### src/rtl/nibble_pkg.sv
// rtl/nibble_pkg.sv - shared opcodes, ALU selects and sequencer states for the nibble processor
package nibble_pkg;

    typedef enum logic [2:0] {
        S_IDLE   = 3'd0,
        S_FETCH  = 3'd1,
        S_DECODE = 3'd2,
        S_EXEC   = 3'd3,
        S_HALT   = 3'd4
    } state_t;

    localparam logic [3:0] OP_NOP = 4'h0;
    localparam logic [3:0] OP_LDI = 4'h1;
    localparam logic [3:0] OP_ADD = 4'h2;
    localparam logic [3:0] OP_SUB = 4'h3;
    localparam logic [3:0] OP_AND = 4'h4;
    localparam logic [3:0] OP_OR  = 4'h5;
    localparam logic [3:0] OP_JMP = 4'h6;
    localparam logic [3:0] OP_JZ  = 4'h7;
    localparam logic [3:0] OP_OUT = 4'h8;
    localparam logic [3:0] OP_HLT = 4'hF;

    localparam logic [2:0] ALU_PASS = 3'd0;
    localparam logic [2:0] ALU_ADD  = 3'd1;
    localparam logic [2:0] ALU_SUB  = 3'd2;
    localparam logic [2:0] ALU_AND  = 3'd3;
    localparam logic [2:0] ALU_OR   = 3'd4;

endpackage

### src/rtl/nibble_decoder.sv
// rtl/nibble_decoder.sv - combinational opcode decode into strobes and control flags
module nibble_decoder
    import nibble_pkg::*;
(
    input  logic [3:0] opcode_i,
    output logic       acc_we_o,
    output logic [2:0] alu_op_o,
    output logic       out_we_o,
    output logic       jump_o,
    output logic       cond_o,
    output logic       halt_o,
    output logic       illegal_o
);

    // Map each opcode to its control set; anything unlisted is illegal.
    always_comb begin
        acc_we_o  = 1'b0;
        alu_op_o  = ALU_PASS;
        out_we_o  = 1'b0;
        jump_o    = 1'b0;
        cond_o    = 1'b0;
        halt_o    = 1'b0;
        illegal_o = 1'b0;
        case (opcode_i)
            OP_NOP: ;
            OP_LDI: begin acc_we_o = 1'b1; alu_op_o = ALU_PASS; end
            OP_ADD: begin acc_we_o = 1'b1; alu_op_o = ALU_ADD;  end
            OP_SUB: begin acc_we_o = 1'b1; alu_op_o = ALU_SUB;  end
            OP_AND: begin acc_we_o = 1'b1; alu_op_o = ALU_AND;  end
            OP_OR:  begin acc_we_o = 1'b1; alu_op_o = ALU_OR;   end
            OP_JMP: jump_o   = 1'b1;
            OP_JZ:  cond_o   = 1'b1;
            OP_OUT: out_we_o = 1'b1;
            OP_HLT: halt_o   = 1'b1;
            default: illegal_o = 1'b1;
        endcase
    end

endmodule

### src/rtl/nibble_sequencer.sv
// rtl/nibble_sequencer.sv - fetch/decode/execute sequencer with program counter, jumps and halt
module nibble_sequencer
    import nibble_pkg::*;
#(
    parameter int ADDR_W = 4
) (
    input  logic              clk,
    input  logic              reset,
    input  logic              start,
    output logic              mem_req,
    output logic [ADDR_W-1:0] mem_addr,
    input  logic              mem_ack,
    input  logic [7:0]        mem_rdata,
    input  logic              acc_zero,
    output logic              acc_we,
    output logic [2:0]        alu_op,
    output logic [3:0]        imm,
    output logic              out_we,
    output logic              busy,
    output logic              halted,
    output logic              err
);

    state_t            state_q;
    logic [ADDR_W-1:0] pc_q;
    logic [7:0]        ir_q;
    logic              err_q;

    logic       dec_acc_we;
    logic [2:0] dec_alu_op;
    logic       dec_out_we;
    logic       dec_jump;
    logic       dec_cond;
    logic       dec_halt;
    logic       dec_illegal;
    logic       in_exec;

    nibble_decoder u_decoder (
        .opcode_i  (ir_q[7:4]),
        .acc_we_o  (dec_acc_we),
        .alu_op_o  (dec_alu_op),
        .out_we_o  (dec_out_we),
        .jump_o    (dec_jump),
        .cond_o    (dec_cond),
        .halt_o    (dec_halt),
        .illegal_o (dec_illegal)
    );

    // Sequencer state, program counter, instruction register and sticky error.
    always_ff @(posedge clk or posedge reset) begin
        if (reset) begin
            state_q <= S_IDLE;
            pc_q    <= '0;
            ir_q    <= 8'h00;
            err_q   <= 1'b0;
        end else begin
            case (state_q)
                S_IDLE: begin
                    if (start) state_q <= S_FETCH;
                end
                S_FETCH: begin
                    if (mem_ack) begin
                        ir_q    <= mem_rdata;
                        pc_q    <= pc_q + ADDR_W'(1);
                        state_q <= S_DECODE;
                    end
                end
                S_DECODE: begin
                    if (dec_illegal) begin
                        err_q   <= 1'b1;
                        state_q <= S_HALT;
                    end else begin
                        state_q <= S_EXEC;
                    end
                end
                S_EXEC: begin
                    // acc_zero is sampled only here, so it reaches nothing but the PC.
                    if (dec_jump || (dec_cond && acc_zero)) pc_q <= ADDR_W'(ir_q[3:0]);
                    state_q <= dec_halt ? S_HALT : S_FETCH;
                end
                S_HALT: ;
                default: state_q <= S_IDLE;
            endcase
        end
    end

    // Outputs decode only registered state and IR; strobes are gated to the EXEC cycle.
    assign in_exec  = (state_q == S_EXEC);
    assign mem_req  = (state_q == S_FETCH);
    assign mem_addr = pc_q;
    assign acc_we   = in_exec & dec_acc_we;
    assign alu_op   = in_exec ? dec_alu_op : ALU_PASS;
    assign out_we   = in_exec & dec_out_we;
    assign imm      = ir_q[3:0];
    assign busy     = (state_q == S_FETCH) || (state_q == S_DECODE) || in_exec;
    assign halted   = (state_q == S_HALT);
    assign err      = err_q;

endmodule

### config.mk
export PLATFORM = sky130hd
export DESIGN_NAME = nibble_sequencer
export DESIGN_NICKNAME = d
export VERILOG_FILES = /design/src/rtl/nibble_pkg.sv /design/src/rtl/nibble_decoder.sv /design/src/rtl/nibble_sequencer.sv
export SDC_FILE = /design/constraint.sdc
export NUM_CORES = 1
export LEC_CHECK = 0
export CORE_AREA = 2 2 55 78
export CTS_BUF_LIST = sky130_fd_sc_hd__clkbuf_16
export CTS_CLUSTER_DIAMETER = 150
export DETAILED_ROUTE_END_ITERATION = 10
export DIE_AREA = 0 0 57 80
export PLACE_DENSITY = 0.5
export SKIP_CTS_REPAIR_TIMING = 1
export SYNTH_ARGS = -nofsm -noshare
export SYNTH_HDL_FRONTEND = slang
export SYNTH_SLANG_ARGS = --single-unit
### constraint.sdc
create_clock -name clk -period 2.15 [get_ports clk]
set_clock_uncertainty 0.2 [all_clocks]
set_input_delay 0.3225 -clock clk [delete_from_list [all_inputs] [get_ports clk]]
set_output_delay 0.3225 -clock clk [all_outputs]
set_load 0.03 [all_outputs]
==> impl_metrics.toml <==
[run_status]
status = "complete, no violations"

[synth]
ys_types = 37
yosysTopAreaCell = "dfrtp_1"
synth_edf_count = 0
netlist_area_sq_um = 940
ys.flop_type = "dfrtp_1"
synth_cells = 107
synthTopCellsByArea = "dfrtp_1, nand2_1, nor2_1"
ys_seq_area_share_pct = 42.6
ys_ff_latch = 16
synth_nets = 121
yosysWarnings = 0
synth_area_per_cell_sq_um = 8.78
synth_top_area_share_pct = 42.6
ys_async_sr_fraction_pct = 100

[detailed_routing]
viasPerCell = 4.70
postRouteAntennaNets = 0
vias = 860
met2_length_um = 1210
drt-met1-wl_um = 908
drc = 0
top_layer = "met4"
firstDrtPassIters = 4
drt_wl_total_um = 2240
wl_met3_um = 94
wire_per_inst_um = 12.3
first_iter_violations = 8

[sta]
setup_ws_ns = 0.0855
post-route-period-util_pct = 96.0
fmax_mhz = 484
hold_violations = 0
worst-slew-pin-transition_ns = 0.603
slew_headroom_pct = 59.7
final_max_slew_viol_count = 0
setup_viol = 0
fin_crit_ns = 2.06
rsz0062_at_grt = "false"

[clock_network]
clkTransAtPathRegs_ns = 0.05
clk_path_buf_depth = 2
h-tree-depth = 1
cts_tree = "yes"
ctsRootBufferMaster = "clkbuf_16"
cts-buffers-inserted = 3
clk_latency_ns = 0.24
cts.sink_count = 16

[placement]
dp_hpwl_um = 1820
port_buffers = 29
detailed_place.area_sq_mm = 0.00128
gp_congestion = 0.763
pre_cts_slack_ns = 0.150

[floorplan]
die_area_sq_mm = 0.00456
chipWidth_um = 57
core-area_sq_mm = 0.00385
die_h_um = 80
initial_utilization_pct = 24.4
num_rows = 27
num_io_pins = 30

[power]
powerDensity_mw_per_mm2 = 1530
p_leak_nw = 0.664
ir_drop_mv = 0.647

[final_layout]
layout.nets = 155
final-seq-area_sq_um = 400
final_cell_mix = "nand2_1, clkdlybuf4s50_1, dfrtp_1"
multi_input_comb_area_sq_um = 460
antenna_cells = 0
nFillCells = 422
syn2layout_area_growth_pct = 47.0
fin_area_sq_mm = 0.00138
layout_commonest_cell = "nand2_1"
final_layout_size_suffix_gt1_share_pct = 17.9

[critical_path]
worstPathArrival_ns = 1.54
crit_path_end_kind = "output port"
start_kind = "flop"
worstSetupPathType = "flop to output port"
crit_fanout = 7
cp.required_ns = 1.63

[global_route]
grt_pass1_vias = 858
grt_usage_pct = 10.7
grt_max_degree = 17
grt_pass1_wl_um = 3860
antenna_found_initial = 0
grt-ovfl-total = 0

[worst_hold_path]
hold_class = "input pin to asynchronous set/reset pin"

[job]
drv_cap = 0
[power breakdown]
group          total (mW)  internal [mW]  switching, mW  leakage (nW)
sequential          0.585          0.440          0.146         0.195
clock               0.362          0.247          0.115        0.0385
combinational        1.17          0.530          0.639         0.430
total                2.12           1.22          0.900         0.664
[final cells by class]
| type | count | share of cell area, % |
|---|---|---|
| inverters | 5 | 1.36 |
| clock buffers | 3 | 5.43 |
| clock inverters | 1 | 0.272 |
| well taps | 43 | 3.89 |
| repair buffers | 39 | 26.7 |
| multi-input cells | 76 | 33.3 |
| flip-flops and latches | 16 | 29.0 |
[path summary, 6_finish.rpt]
path,depth (start not counted),startpoint,to,slack (ns)
setup / recovery,4,ir_q[5]$_DFFE_PP0P_,alu_op[1],0.09
hold / removal,2,reset,ir_q[0]$_DFFE_PP0P_,0.26
setup reg to reg,3,ir_q[7]$_DFFE_PP0P_,mem_addr[2]$_DFFE_PP0P_,0.45
hold reg to reg,1,err$_DFFE_PP0P_,err$_DFFE_PP0P_,0.27
max in group asynchronous,2,reset,state_q[0]$_DFFE_PP0P_,1.10
min in group clk,1,err$_DFFE_PP0P_,err$_DFFE_PP0P_,0.27
[stage by stage]
step	std cells	util [%]	hold slack, ns	total power [mW]	TNS [ns]
floorplan	107	-	0.0362	1.37	0
global placement	179	33.4	0.259	1.75	0
detailed placement	179	33.4	0.266	1.77	0
CTS	183	35.4	0.279	2.14	-0.212
global route	183	35.9	0.292	2.27	0
finish	183	35.9	0.257	2.12	0
[per-layer routing]
metal	vias to the layer above	global-route usage (%)
met5	-	0
met2	25	18.5
met3	2	1.94
met4	0	5.12
met1	404	12.5
li1	429	-
[logic make-up (layout without fill, tap and decap cells)]
group / count (synthesis) / count (layout) / share of synthesized area [%]
xor+xnor: 1 / 1 / 0.932
compound gates: 13 / 13 / 11.7
simple gates: 61 / 61 / 34.6
flops: 16 / 16 / 42.6
buf+inv: 15 / 48 / 8.79
fa+ha+maj: 1 / 1 / 1.33
[cells in the mapped netlist (all sizes together), types with 2 or more instances]
cell type / n
a21oi: 3
nand4bb: 2
dfrtp: 16
clkbuf: 2
nand3: 4
nand2b: 2
nor2: 9
buf: 8
nor3: 4
nand2: 30
o31ai: 2
nand3b: 2
inv: 5
nor3b: 2
[flip-flops by register name (all words and copies together) (netlist names)]
register and flops:
mem_addr 4, state_q 3, err 1, ir_q 8
[worst max-delay path: stages, from the launching register on]
cell	delay (ns)
dfrtp_1	0.38
buf_4	0.16
or3b_2	0.47
a21oi_2	0.14
buf_6	0.14
Note: power is estimated with default switching activity, not from simulation.
